==> src/rtl/axi_demo_initiator.sv <==
// AXI4 single-beat write-then-readback initiator: writes NUM_XFERS words derived
// from a seed, reads them back, and counts mismatches and non-OKAY responses.
module axi_demo_initiator #(
    parameter int unsigned ADDR_W    = 32,
    parameter int unsigned DATA_W    = 32,
    parameter int unsigned STRB_W    = 4,
    parameter int unsigned NUM_XFERS = 8,
    parameter int unsigned CNT_W     = 8
) (
    input  logic              clk,
    input  logic              rst,
    input  logic              start_i,
    input  logic [ADDR_W-1:0] base_addr_i,
    input  logic [DATA_W-1:0] seed_i,
    output logic              busy_o,
    output logic              done_o,
    output logic [CNT_W-1:0]  err_cnt_o,
    output logic              awvalid,
    input  logic              awready,
    output logic [ADDR_W-1:0] awaddr,
    output logic              wvalid,
    input  logic              wready,
    output logic [DATA_W-1:0] wdata,
    output logic [STRB_W-1:0] wstrb,
    output logic              wlast,
    input  logic              bvalid,
    output logic              bready,
    input  logic [1:0]        bresp,
    output logic              arvalid,
    input  logic              arready,
    output logic [ADDR_W-1:0] araddr,
    input  logic              rvalid,
    output logic              rready,
    input  logic [DATA_W-1:0] rdata,
    input  logic [1:0]        rresp
);

    typedef enum logic [2:0] {IDLE, WADDR, WRESP, RADDR, RDATA, DONE} state_t;

    state_t            state;
    logic [ADDR_W-1:0] base;
    logic [DATA_W-1:0] seed;
    logic [CNT_W-1:0]  idx;
    logic [CNT_W-1:0]  err_cnt;
    logic [ADDR_W-1:0] addr;
    logic [DATA_W-1:0] word;
    logic              last;

    // Address and data derive only from registers that are frozen while a
    // valid is pending, so they stay stable until the handshake.
    assign addr      = base + (ADDR_W'(idx) << 2);
    assign word      = seed + DATA_W'(idx);
    assign last      = (idx == CNT_W'(NUM_XFERS - 1));
    assign awaddr    = addr;
    assign araddr    = addr;
    assign wdata     = word;
    assign wstrb     = '1;
    assign wlast     = 1'b1;
    assign err_cnt_o = err_cnt;

    function automatic logic [CNT_W-1:0] sat_inc(input logic [CNT_W-1:0] v);
        return (v == '1) ? v : v + 1'b1;
    endfunction

    always_ff @(posedge clk or posedge rst) begin
        if (rst) begin
            state   <= IDLE;
            base    <= '0;
            seed    <= '0;
            idx     <= '0;
            err_cnt <= '0;
            awvalid <= 1'b0;
            wvalid  <= 1'b0;
            bready  <= 1'b0;
            arvalid <= 1'b0;
            rready  <= 1'b0;
            busy_o  <= 1'b0;
            done_o  <= 1'b0;
        end else begin
            case (state)
                IDLE: begin
                    done_o <= 1'b0;
                    if (start_i) begin
                        base    <= base_addr_i;
                        seed    <= seed_i;
                        idx     <= '0;
                        err_cnt <= '0;
                        busy_o  <= 1'b1;
                        awvalid <= 1'b1;
                        wvalid  <= 1'b1;
                        state   <= WADDR;
                    end
                end
                WADDR: begin
                    if (awvalid && awready) awvalid <= 1'b0;
                    if (wvalid && wready)   wvalid  <= 1'b0;
                    // A dropped valid means that channel already completed.
                    if ((!awvalid || awready) && (!wvalid || wready)) begin
                        bready <= 1'b1;
                        state  <= WRESP;
                    end
                end
                WRESP: begin
                    if (bvalid) begin
                        bready <= 1'b0;
                        if (bresp != 2'b00) err_cnt <= sat_inc(err_cnt);
                        if (last) begin
                            idx     <= '0;
                            arvalid <= 1'b1;
                            state   <= RADDR;
                        end else begin
                            idx     <= idx + 1'b1;
                            awvalid <= 1'b1;
                            wvalid  <= 1'b1;
                            state   <= WADDR;
                        end
                    end
                end
                RADDR: begin
                    if (arready) begin
                        arvalid <= 1'b0;
                        rready  <= 1'b1;
                        state   <= RDATA;
                    end
                end
                RDATA: begin
                    if (rvalid) begin
                        rready <= 1'b0;
                        if (rresp != 2'b00 || rdata != word) err_cnt <= sat_inc(err_cnt);
                        if (last) begin
                            busy_o <= 1'b0;
                            done_o <= 1'b1;
                            state  <= DONE;
                        end else begin
                            idx     <= idx + 1'b1;
                            arvalid <= 1'b1;
                            state   <= RADDR;
                        end
                    end
                end
                DONE: begin
                    done_o <= 1'b0;
                    state  <= IDLE;
                end
                default: state <= IDLE;
            endcase
        end
    end

endmodule
==> config.mk <==
export PLATFORM = sky130hd
export DESIGN_NAME = axi_demo_initiator
export DESIGN_NICKNAME = d
export VERILOG_FILES = /design/src/rtl/axi_demo_initiator.sv
export SDC_FILE = /design/constraint.sdc
export NUM_CORES = 1
export LEC_CHECK = 0
export ABC_AREA = 1
export BUFFER_PORTS_ARGS = -buffer_cell sky130_fd_sc_hd__buf_2
export CAP_MARGIN = 20
export CORE_UTILIZATION = 30
export CTS_CLUSTER_DIAMETER = 200
export DETAILED_ROUTE_END_ITERATION = 10
export PLACE_DENSITY = 0.62
export RECOVER_POWER = 100
export SLEW_MARGIN = 25
export SYNTH_ARGS = -nofsm -noshare
export SYNTH_HDL_FRONTEND = slang
export SYNTH_SLANG_ARGS = --single-unit
==> constraint.sdc <==
create_clock -name clk -period 2.5 [get_ports clk]
set_clock_uncertainty 0.15 [all_clocks]
set_input_delay 0.25 -clock clk [delete_from_list [all_inputs] [get_ports clk]]
set_output_delay 0.25 -clock clk [all_outputs]
set_load 0.01 [all_outputs]
==> results summary, run 1 <==
The share of synthesized area in the top cell type comes to 0.318. The overall routed net length came out at 24600 um. The deepest level of the CTS H-tree came out at 3. The number of buffers inserted by port buffering came out at 218.

The total routing resource utilization after global routing came out at 0.201. In this run the worst path has a maximum fanout of 4. The TritonCTS buffer count is 9.

STA puts the critical path data arrival time at 2750 ps. The final reports fail on hold timing, setup timing. The post-detailed-placement half-perimeter wirelength is 17500 um.

The leakage power summed over all cells is 6.02 nW. The flow ran to the end, but the final reports show violations. The routed via count is 8037. The final net count is 1569.

The floorplan row count is 55. The die is 156 um tall. Synthesis instantiated 45 different standard cells from the library. The adder-cell area share of the yosys netlist came out at 0.0375. The number of design-rule violations left by the first detailed-router iteration came out at 405.

The largest family of logic cells by synthesized area is simple AND/OR/NAND/NOR gates. The startpoint of the worst setup timing path is idx[0]. Of the synthesized area, sequential elements account for 0.318. The buffer depth of the longest clock path is 2. The classification of the worst setup path is flip-flop to output port. The worst register-to-register path ends at err_cnt_o[6].

Final hold analysis gives a worst-case slack of -1.75 ps. Synthesis inferred 90 register bits. The final worst-path cycle share came out at 1.26. The cell accounting for the most synthesized area is sky130_fd_sc_hd__dfrtp_1.

The proportion of layout cells with a drive suffix above 1 is 0.416. Entering global routing, the biggest net connects 91 pins. The via count of the first global-routing pass is 7773. STA classifies the critical path startpoint as a flip-flop. After synthesis, the share of cell area in mux cells is 0.

Ranked by total cell area, the synthesized netlist is headed by sky130_fd_sc_hd__dfrtp_1 32%, sky130_fd_sc_hd__nand2_1 19%, sky130_fd_sc_hd__inv_1 7.4%, sky130_fd_sc_hd__nand3_1 6.7%, sky130_fd_sc_hd__buf_4 4.1%. The global placer's final weighted congestion is 0.904. The detail route stage leaves a number of antenna-violating nets equal to 0.

A synthesized cell averages 6.70 um^2. The setup TNS after final layout is -35110 ps. At the later pin of the worst-skew pair, clock insertion delay measures 350 ps. The area of the die is 24200 um^2.

The post-synthesis instance total is 1055. The hold violation total from the final report came out at 1. The xor and xnor fraction of the mapped netlist area is 0.0637. The clock net in this run drives a total of 90 sinks. During I/O placement, the number of pins put on the boundary was 224.

The via density per instance is 4.57. The min-delay analysis places its worst path in the category primary input to flip-flop. The tool flagged a number of max-cap violations equal to 0.

The cell sitting at the root of the clock tree is a sky130_fd_sc_hd__clkbuf_16. The number of antenna violations at the first check in global routing is 3. The compound-gate portion of the synthesized area is 0.0727. The maximum clock frequency came out at 317 MHz.

The least setup slack across all paths after layout is -652 ps. The number of iterations in the first detailed-routing pass came out at 5. The critical path ends at awaddr[30]. The shortest period the worst path allows came out at 3150 ps.

From left edge to right edge, the die measures 156 um. Setup repair after global routing could not meet its margin everywhere. The wire length of the first global-routing pass came out at 38400 um. Clock-pin slew was measured on the worst setup and hold paths at 70 ps. In this run the critical register-to-register path is launched from idx[2]. In this run the cell area of the synthesized design comes to 7070 um^2. The total DRC errors in the routed layout came out at 0.

The total congestion overflow came out at 0. Measured against its own limit, the worst slew margin works out to 0.123. Compared with the post-synthesis result, the final layout area differs by 66.7%. For the worst setup path, the data required time is 2100 ps. The initial core utilization came out at 0.310.

In the final routed layout, each cell accounts on average for 14.0 um. Setup violations remaining at the end of the flow were counted as 83. Measured in cells, the most critical reg-to-reg path has a length of 20. The worst setup path is captured at an output port. TritonCTS built the clock tree. The maximum ir drop on the vdd rail came out at 0.000572 V.

The core region is 22800 um^2. The register-to-register setup slack came out at -550 ps. The number of warning messages in the yosys log is 0.

The worst-margin pin slew is 1320 ps. The simple logic cell fraction of the synthesized area came out at 0.379. The power per standard cell area came out at 913 nW/um^2.

The filler cell count came out at 2164. The number of pins with negative max-slew slack in the final report came out at 0.
registers in the layout, summed over array words and instances (netlist names):
signal / count
wvalid: 1
arvalid: 1
done_o: 1
busy_o: 1
idx: 8
bready: 1
state: 3
rready: 1
base: 32
awvalid: 1
err_cnt_o: 8
seed: 32
area by class of cell:
type | instances | area, um^2 | area share
diodes | 1 | 2.50 | 0.000212
clock buffers | 13 | 270 | 0.0229
clock inverters | 3 | 22.5 | 0.00191
inverters | 150 | 574 | 0.0487
multi-input cells | 768 | 5210 | 0.442
flip-flops and latches | 90 | 2250 | 0.191
well taps | 313 | 392 | 0.0332
repair buffers | 422 | 3070 | 0.260
critical path, cell delays in order, from the launching register on:
cell and delay, ps:
sky130_fd_sc_hd__dfrtp_1 360, sky130_fd_sc_hd__ha_2 180, sky130_fd_sc_hd__inv_2 40, sky130_fd_sc_hd__fa_2 340
sky130_fd_sc_hd__nor2_1 100, sky130_fd_sc_hd__nor2_1 70, sky130_fd_sc_hd__o21bai_1 180, sky130_fd_sc_hd__a21oi_2 90
sky130_fd_sc_hd__o21ai_2 190, sky130_fd_sc_hd__nand2_2 110, sky130_fd_sc_hd__nor2_4 160, sky130_fd_sc_hd__nand2_4 80
sky130_fd_sc_hd__nor3_4 130, sky130_fd_sc_hd__xor2_1 210, sky130_fd_sc_hd__buf_2 180
power breakdown:
group          switching (mW)  total [mW]  leakage (nW)  internal [mW]
logic                    3.65        6.68          4.76           3.03
registers               0.663        2.71          1.13           2.05
clock network           0.610        1.37         0.134          0.757
total                    4.92        10.8          6.02           5.84
layout by cell type, fill, tap and decap left out, drive strengths merged:
master,Yosys,layout
nand3b,6,6
a2111oi,1,1
a21o,1,1
nand3,100,101
xor2,33,33
o22ai,2,2
o2111ai,1,1
a21oi,21,21
o211ai,4,4
dfrtp,90,90
o21ai,56,56
diode,0,1
a221oi,1,1
clkinv,2,2
o21bai,1,1
fa,2,2
nor4,1,1
nor3b,2,2
or2,2,2
xnor2,3,3
nand4,10,10
conb,1,5
buf,41,332
inv,148,147
nor3,25,25
ha,18,18
xnor3,6,6
a211oi,2,2
nand2,371,371
and3,2,2
and2,2,2
clkbuf,11,39
dlygate4sd3,0,64
clkinvlp,0,4
nor2,89,89
metal layers:
layer,track usage,vias to the layer above,part of all wire
met5,0,-,0.00053
met4,0.0500,2,0.013
met3,0.0372,21,0.054
met2,0.361,236,0.50
met1,0.246,3733,0.43
li1,-,4045,-
cell usage after synthesis, drive strengths merged:
cell     number
a2111oi       1
a211oi        2
a21o          1
a21oi        21
a221oi        1
and2          2
and3          2
buf          41
clkbuf       11
clkinv        2
conb          1
dfrtp        90
fa            2
ha           18
inv         148
nand2       371
nand3       100
nand3b        6
nand4        10
nor2         89
nor3         25
nor3b         2
nor4          1
o2111ai       1
o211ai        4
o21ai        56
o21bai        1
o22ai         2
or2           2
xnor2         3
xnor3         6
xor2         33
stage by stage:
step | setup WS (ps) | cell area [um^2] | util | total power [mW] | cells
2_1_floorplan | -389 | 7230 | - | 6.12 | 1059
3_3_place_gp | -476 | 9240 | 0.405 | 8.11 | 1649
3_5_place_dp | -511 | 9240 | 0.405 | 8.19 | 1649
4_1_cts | -645 | 11300 | 0.496 | 10.5 | 1748
5_1_grt | -810 | 11800 | 0.516 | 11.6 | 1760
6_report | -652 | 11800 | 0.516 | 10.8 | 1760
how the worst min path moves through the flow:
stage | startpoint | endpoint | slack, ps | cells past startpoint
floorplan | base_addr_i[0] | base[0] | 210 | 2
global placement | rst | base[15] | 290 | 3
detailed placement | rst | base[19] | 300 | 3
CTS | seed_i[8] | seed[8] | 5 | 3
global route | rvalid | done_o | 30 | 3
finish | seed_i[8] | seed[8] | -2 | 3
cells by family after synthesis:
group,count (synthesis)
flops,90
fa+ha+maj,20
other cells,1
xor+xnor,42
compound gates,90
simple gates,610
buf+inv,202
repair_timing:
item,4_1_cts,5_1_grt
pin swaps,69,58
hold buffers,64,0
gates cloned,1,0
endpoints found under the setup margin,83,95
resized for setup,234,109
setup buffers,25,21
endpoints found under the hold margin,153,0
(Power assumes the default switching activity.)
==> run 2, diff against run 1 <==
--- a/config.mk
+++ b/config.mk
@@ -6,7 +6,7 @@
 export NUM_CORES = 1
 export LEC_CHECK = 0
 export ABC_AREA = 1
-export BUFFER_PORTS_ARGS = -buffer_cell sky130_fd_sc_hd__buf_2
+export BUFFER_PORTS_ARGS = -buffer_cell sky130_fd_sc_hd__buf_4
 export CAP_MARGIN = 20
 export CORE_UTILIZATION = 30
 export CTS_CLUSTER_DIAMETER = 200
==> constraint.sdc (replaced) <==
create_clock -name clk -period 2.5 [get_ports clk]
set_clock_uncertainty 0.15 [all_clocks]
set_input_delay 0.25 -clock clk [delete_from_list [all_inputs] [get_ports clk]]
set_output_delay 0.25 -clock clk [all_outputs]
set_load 0.005 [all_outputs]
==> run 2 against run 1 <==
Compared with the run above: the run ends with setup timing left; flip-flop and latch count did not move; largest cell class unchanged; final area rose by 3.9%; hold slack better by 32 ps; setup slack got worse by 42 ps; sequential power about the same; non-clock buffer count increased by 1; first-iteration DRC count decreased by 0.25%; sequential share of layout area shrank 0.70 points; clock-buffer cell count down 3.
==> results summary, run 2 (synthesis gave the netlist of run 1 again) <==
The top cell types in the final layout, fill and taps aside, are 265 x sky130_fd_sc_hd__nand2_1, 265 x sky130_fd_sc_hd__buf_4, 132 x sky130_fd_sc_hd__inv_1. The deepest level of the CTS H-tree was 3 (unchanged). The largest registers in the layout are base: 32 flops, seed: 32 flops.

The number of pins with negative max-slew slack in the final report is 0 (unchanged). The total routing resource utilization after global routing came out at 0.198 (-0.00265). The number of buffers inserted by port buffering came out at 218 (unchanged). The endpoint required time on the critical path is 2100 ps (about the same).

The routed via count came out at 8152 (+1.4%). STA classifies the critical path startpoint as a flip-flop. The average wire per cell in the routed design was 14.1 um (+1.3%). The cell count of the worst hold path is 3 (unchanged). The post-route worst hold slack is 30.5 ps (+32.2 ps). The area growth from synthesis to layout is 73.1%.

The TritonCTS buffer count came out at 9 (unchanged). The number of design-rule violations left by the first detailed-router iteration came out at 404 (-0.25%). The peak per-stage delay on the critical path came out at 370 ps (about the same). The register clock-pin slew on the reported worst setup and hold paths is 70 ps (about the same). The total congestion overflow is 0 (unchanged). The critical-path cell with the highest stage delay is sky130_fd_sc_hd__dfrtp_1. The hold violation total from the final report is 0 (-1). The top-level port count is 224 (unchanged). The filler cell count came to 2153 (-0.51%).

The overall routed net length was 24900 um (+1.3%). Walking the worst path, the cells encountered are ha_2, inv_2, fa_2, nor2_1, nor2_1, o21bai_1, a21oi_2, o21ai_1, buf_4, buf_4, nand3_4, nor3_4, xor2_1, buf_4, buf_4. The final worst-path cycle share came out at 1.28 (+0.0167). The maximum clock frequency is 313 MHz (-1.3%). The post-detailed-placement half-perimeter wirelength came to 17700 um (+1.0%). The headroom to the max-slew limit is 0.0845 (-0.0385). The worst-margin pin slew came out at 1370 ps (+57.7 ps). The final net count is 1570 (+0.064%). The type of element capturing the critical path is an output port. The core outline area came out at 22800 um^2 (unchanged). The initial core utilization came out at 0.310 (unchanged). Counting stages on the worst path, the most repeated cell is sky130_fd_sc_hd__buf_4.

Setup repair after global routing could not meet its margin everywhere. The number of max-capacitance violations reported is 0 (unchanged). TritonCTS built the clock tree. The power per standard cell area is 881 nW/um^2 (-3.5%). The shortest period the worst path allows is 3190 ps (+41.6 ps). The number of antenna violations at the first check in global routing came out at 0 (-3).

The leakage power summed over all cells came out at 6.23 nW (+3.4%). The global placer's final weighted congestion is 0.889 (-1.7%). The number of iterations in the first detailed-routing pass came out at 5 (unchanged). The post-route antenna net violation count is 0 (unchanged). The critical path in this run is classified as flip-flop to output port. The combined area of the multi-input logic cells came out at 5170 um^2 (-0.72%). The via count of the first global-routing pass came out at 7851 (+1.0%). CTS placed an instance of sky130_fd_sc_hd__clkbuf_16 at the clock tree root. The endpoint identified for the worst register-to-register timing path is err_cnt_o[1]. The endpoint of the worst hold-timing path is done_o.

The largest net degree at the start of global routing came out at 109 (+20%). The maximum fanout along the worst path is 3 (-1). The register cell area after layout was 2250 um^2 (about the same). The height of the die came out at 156 um (unchanged). The via density per instance is 4.63 (+1.4%). The least setup slack across all paths after layout came out at -694 ps (-41.6 ps). The register-to-register setup slack came out at -550 ps (about the same). The flow ran to the end, but the final reports show violations.

The origin of the worst min-delay path is rvalid. The number of clock sinks is 90 (unchanged). The startpoint of the lowest-slack register-to-register path is idx[0].

The diode insertion count for antenna repair came out at 0 (-1). The proportion of layout cells with a drive suffix above 1 came to 0.423 (+0.00731). The maximum ir drop on the vdd rail is 0.000494 V (-14%).

The path depth of the worst reg2reg path is 18 (-10%). The width of the die came out at 156 um (unchanged). The area of the die came out at 24200 um^2 (unchanged).

The buffer depth of the longest clock path is 2 (unchanged). The wire length of the first global-routing pass is 38200 um (-0.68%). The final number of setup-violating endpoints is 83 (unchanged). The final reports fail on setup timing. The overall power came to 10.8 mW (+0.26%). The clock insertion delay at the later pin of the skew report is 350 ps (about the same). The total DRC errors in the routed layout came to 0 (unchanged). The critical path data arrival time is 2790 ps (+40 ps). The tightest min-delay check is of the primary input to flip-flop type.

The floorplan row count came to 55 (unchanged).
[run 2: cell types whose count changed in the layout (fill, tap and decap cells not counted), sizes merged]
| cell | previous run | this run |
|---|---|---|
| clkbuf | 39 | 41 |
| clkinvlp | 4 | 1 |
| buf | 332 | 327 |
| bufinv | 0 | 1 |
| diode | 1 | 0 |
| inv | 147 | 146 |
| dlygate4sd3 | 64 | 65 |
| clkinv | 2 | 8 |
[run 2: worst max path at each step]
stage	from	endpoint	slack, ps	depth (start not counted)
after CTS	base[2]	araddr[30]	-760	15
after detailed placement	idx[0]	araddr[30]	-400	15
after floorplan	idx[0]	awaddr[30]	-290	14
final	base[2]	awaddr[16]	-690	15
after global placement	idx[0]	awaddr[26]	-350	15
after global routing	base[2]	awaddr[16]	-880	15
[run 2: worst max-delay path: cells and delay by family (launching register included)]
kind                     cells  cell delay [ps]
AO/OA/AOI/OAI                3              360
buffers and inverters        5              590
XOR/XNOR                     1              170
flip-flops                   1              370
adder cells (fa/ha/maj)      2              530
AND/OR/NAND/NOR              4              430
[run 2: cell type report]
type	count	area share
multi-input combinational	768	0.422
timing repair buffer	423	0.290
sequential	90	0.184
inverter	150	0.0463
tap	313	0.0320
clock buffer	10	0.0195
clock inverter	6	0.00542
[run 2: through the flow]
stage          cells  area (um^2)   util  setup TNS, ps  worst slack (ps)
3_3_place_gp    1646         9670  0.423         -10860              -347
4_1_cts         1740        11600  0.507         -36530              -756
2_1_floorplan   1059         7150      -          -3020              -286
6_report        1760        12200  0.536         -34190              -694
3_5_place_dp    1646         9670  0.423         -12420              -405
5_1_grt         1760        12200  0.536         -47060              -884
[run 2: power breakdown]
group / switching (mW) / internal (mW) / total (mW) / leakage [nW]
clock: 0.629 / 0.805 / 1.43 / 0.152
sequential: 0.665 / 2.05 / 2.71 / 1.13
combinational: 3.34 / 3.30 / 6.64 / 4.95
total: 4.63 / 6.15 / 10.8 / 6.23
[run 2: timing repair]
action / 4_1_cts / 5_1_grt
pin swaps: 54 / 74
cloned: 1 / 0
endpoints found under the setup margin: 82 / 96
resized for setup: 203 / 131
endpoints found under the hold margin: 154 / 0
hold buffers: 65 / 0
buffers inserted: 13 / 29
[run 2: per-layer routing]
layer	up-vias	wire length [um]	global-route usage
li1	4040	-	-
met1	3867	10600	0.244
met2	225	12800	0.362
met3	20	1270	0.0325
met4	0	259	0.0397
met5	-	0	0
==> run 3, diff against run 2 <==
--- a/config.mk
+++ b/config.mk
@@ -12,7 +12,7 @@
 export CTS_CLUSTER_DIAMETER = 200
 export DETAILED_ROUTE_END_ITERATION = 10
 export PLACE_DENSITY = 0.62
-export RECOVER_POWER = 100
+export SKIP_LAST_GASP = 1
 export SLEW_MARGIN = 25
 export SYNTH_ARGS = -nofsm -noshare
 export SYNTH_HDL_FRONTEND = slang
==> run 3 against run 2 <==
Compared with the run above: the flow still finishes with violations (setup timing); flip-flop and latch count unchanged; setup slack better by 0.54 ps; routed wire length down 0.10%; die area unchanged; non-clock buffer count up 1; sequential power about the same; critical path type unchanged.
==> results summary, run 3 (synthesis gave the netlist of run 1 again) <==
The flow ran to the end, but the final reports show violations. The checks that failed: setup timing. The maximum fanout along the worst path came out at 3 (unchanged). CTS placed an instance of sky130_fd_sc_hd__clkbuf_16 at the clock tree root. The library cell used most frequently in the layout, excluding fill and tap cells, is sky130_fd_sc_hd__buf_4. The leakage power summed over all cells is 6.20 nW (-0.46%).

The area of the die is 24200 um^2 (unchanged). The endpoint required time on the critical path is 2100 ps (about the same). The wire length of the first global-routing pass is 37800 um (-0.87%).

The placed cell area is 9670 um^2 (unchanged). The overall routed net length came out at 24900 um (-0.10%). The core outline area came out at 22800 um^2 (unchanged).

By startpoint and endpoint, the worst setup path is classified as flip-flop to output port. The core utilization of the finished layout is 0.533 (-0.00285). The met2 wire length came out at 12800 um (+0.50%). The buffer depth of the longest clock path came to 2 (unchanged). The shortest period the worst path allows came out at 3190 ps (-0.544 ps). The proportion of layout cells with a drive suffix above 1 is 0.421 (-0.00167). The final number of setup-violating endpoints is 83 (unchanged). The worst-margin pin slew came out at 501 ps (-873 ps). The relative area change from synthesis to final layout is 72.2%. In this run the top signal layer used is met4.

The maximum ir drop on the vdd rail is 0.000500 V (+1.2%). The worst hold path terminates at done_o. The overall power is 10.8 mW (+0.27%).

The number of design-rule violations left by the first detailed-router iteration came out at 437 (+8.2%). The path depth of the worst reg2reg path is 17 (-1). The type of element capturing the critical path is an output port. The deepest level of the CTS H-tree is 3 (unchanged).

The hold violation total from the final report came out at 0 (unchanged). The height of the die is 156 um (unchanged). The number of clock sinks came out at 90 (unchanged).

The total routing resource utilization after global routing came out at 0.197 (-0.00144). The maximum clock frequency came out at 313 MHz (about the same). The total congestion overflow came out at 0 (unchanged). The average wire per cell in the routed design came out at 14.1 um (-0.16%).

The post-route worst hold slack is 32.7 ps (+2.24 ps). The largest net degree at the start of global routing came out at 109 (unchanged). The floorplan row count came to 55 (unchanged). The global placer's final weighted congestion came to 0.889 (unchanged). The critical path data arrival time came to 2790 ps (about the same).

The initial core utilization is 0.310 (unchanged). The wire length on met1 was 10500 um (-0.66%). The register clock-pin slew on the reported worst setup and hold paths was 70 ps (about the same). The cell count of the worst hold path was 3 (unchanged).

The startpoint of the worst setup timing path is base[2]. In the final layout, the registers with the most flip-flops are base: 32 flops, seed: 32 flops. The number of iterations in the first detailed-routing pass was 5 (unchanged). In this run the most critical hold path is launched from rvalid. The worst hold path belongs to the class primary input to flip-flop.

The top-level port count is 224 (unchanged). The diode insertion count for antenna repair is 0 (unchanged). The final worst-path cycle share is 1.28 (about the same). The final net count is 1571 (+0.064%). The library cells used most frequently in the layout, excluding fill and tap cells, are 315 x sky130_fd_sc_hd__buf_4, 270 x sky130_fd_sc_hd__nand2_1, 132 x sky130_fd_sc_hd__inv_1. The count of non-filler cells in the finished layout came to 1761 (+0.057%).

The headroom to the max-slew limit is 0.664 (+0.579). The via count of the first global-routing pass came out at 7778 (-0.93%). The total DRC errors in the routed layout came out at 0 (unchanged).

The number of max-capacitance violations reported came out at 0 (unchanged). The reg-to-reg critical path endpoint is err_cnt_o[1]. The number of antenna violations at the first check in global routing is 0 (unchanged). The total placed cells including tap cells was 1646 (unchanged). The design area is 12200 um^2 (-0.53%). The post-route antenna net violation count came out at 0 (unchanged). TritonCTS built the clock tree.

The routed via count is 8128 (-0.29%). The clock insertion delay at the later pin of the skew report is 350 ps (about the same). The number of buffers inserted by port buffering is 218 (unchanged). The width of the die is 156 um (unchanged).

The register-to-register setup slack is -420 ps (+130 ps). The power per standard cell area came out at 888 nW/um^2 (+0.81%). Setup repair after global routing could not meet its margin everywhere. The least setup slack across all paths after layout came out at -693 ps (+0.544 ps). The startpoint of the lowest-slack register-to-register path is idx[4].

The startpoint type of the worst setup path is a flip-flop. The via density per instance was 4.62 (-0.35%). The met3 layer wire length in the routed design came out at 1250 um (-1.5%). The TritonCTS buffer count is 9 (unchanged). The number of pins with negative max-slew slack in the final report is 0 (unchanged). The post-detailed-placement half-perimeter wirelength came to 17700 um (unchanged).
==> run 3: cell count changes in the layout (fill, tap and decap cells not counted), sizes merged <==
cell / before / now
buf: 327 / 359
clkbuf: 41 / 10
clkinv: 8 / 7
inv: 146 / 147
==> run 3: critical path, cell delays in order, from the launching register on <==
cell and delay (ps):
sky130_fd_sc_hd__dfrtp_1 370, sky130_fd_sc_hd__ha_2 190, sky130_fd_sc_hd__inv_2 50, sky130_fd_sc_hd__fa_2 340, sky130_fd_sc_hd__nor2_1 110, sky130_fd_sc_hd__nor2_1 60
sky130_fd_sc_hd__o21bai_1 160, sky130_fd_sc_hd__a21oi_2 80, sky130_fd_sc_hd__o21ai_1 120, sky130_fd_sc_hd__buf_4 150, sky130_fd_sc_hd__buf_4 140, sky130_fd_sc_hd__nand3_4 110
sky130_fd_sc_hd__nor3_4 150, sky130_fd_sc_hd__xor2_1 160, sky130_fd_sc_hd__buf_4 150, sky130_fd_sc_hd__buf_4 100
==> run 3: routing by layer <==
layer | vias to the layer above | global-route usage
met5 | - | 0
li1 | 4046 | -
met4 | 0 | 0.0411
met3 | 20 | 0.0325
met1 | 3833 | 0.244
met2 | 229 | 0.356
==> run 3: through the flow <==
step,setup TNS (ps),worst slack [ps]
after floorplan,-3020,-286
after global placement,-10860,-347
after detailed placement,-12420,-405
after CTS,-37260,-756
after global routing,-44460,-883
final,-32760,-693
==> run 3: final cells by class <==
cell class | count | area, um^2
Clock buffer | 10 | 239
Sequential cell | 90 | 2250
Clock inverter | 6 | 66.3
Multi-Input combinational cell | 768 | 5110
Fill cell | 2155 | 10700
Timing Repair Buffer | 424 | 3550
Inverter | 150 | 574
Tap cell | 313 | 392
==> run 3: repair_timing <==
item,4_1_cts,5_1_grt
pin swaps,51,79
buffers inserted,13,30
endpoints found under the hold margin,154,0
gates resized for setup,160,133
cloned,1,0
setup endpoints to repair,82,96
hold buffers,65,0
==> run 3: worst max-delay path by stage <==
stage                      end  slack (ps)  cells past startpoint
floorplan           awaddr[30]        -290                     14
finish              awaddr[16]        -690                     15
global placement    awaddr[26]        -350                     15
global route        awaddr[16]        -880                     15
detailed placement  araddr[30]        -400                     15
CTS                 araddr[30]        -760                     15
==> run 3: where the power goes <==
part / internal (mW) / switching (mW)
Clock: 0.805 / 0.623
Combinational: 3.34 / 3.34
Sequential: 2.05 / 0.655
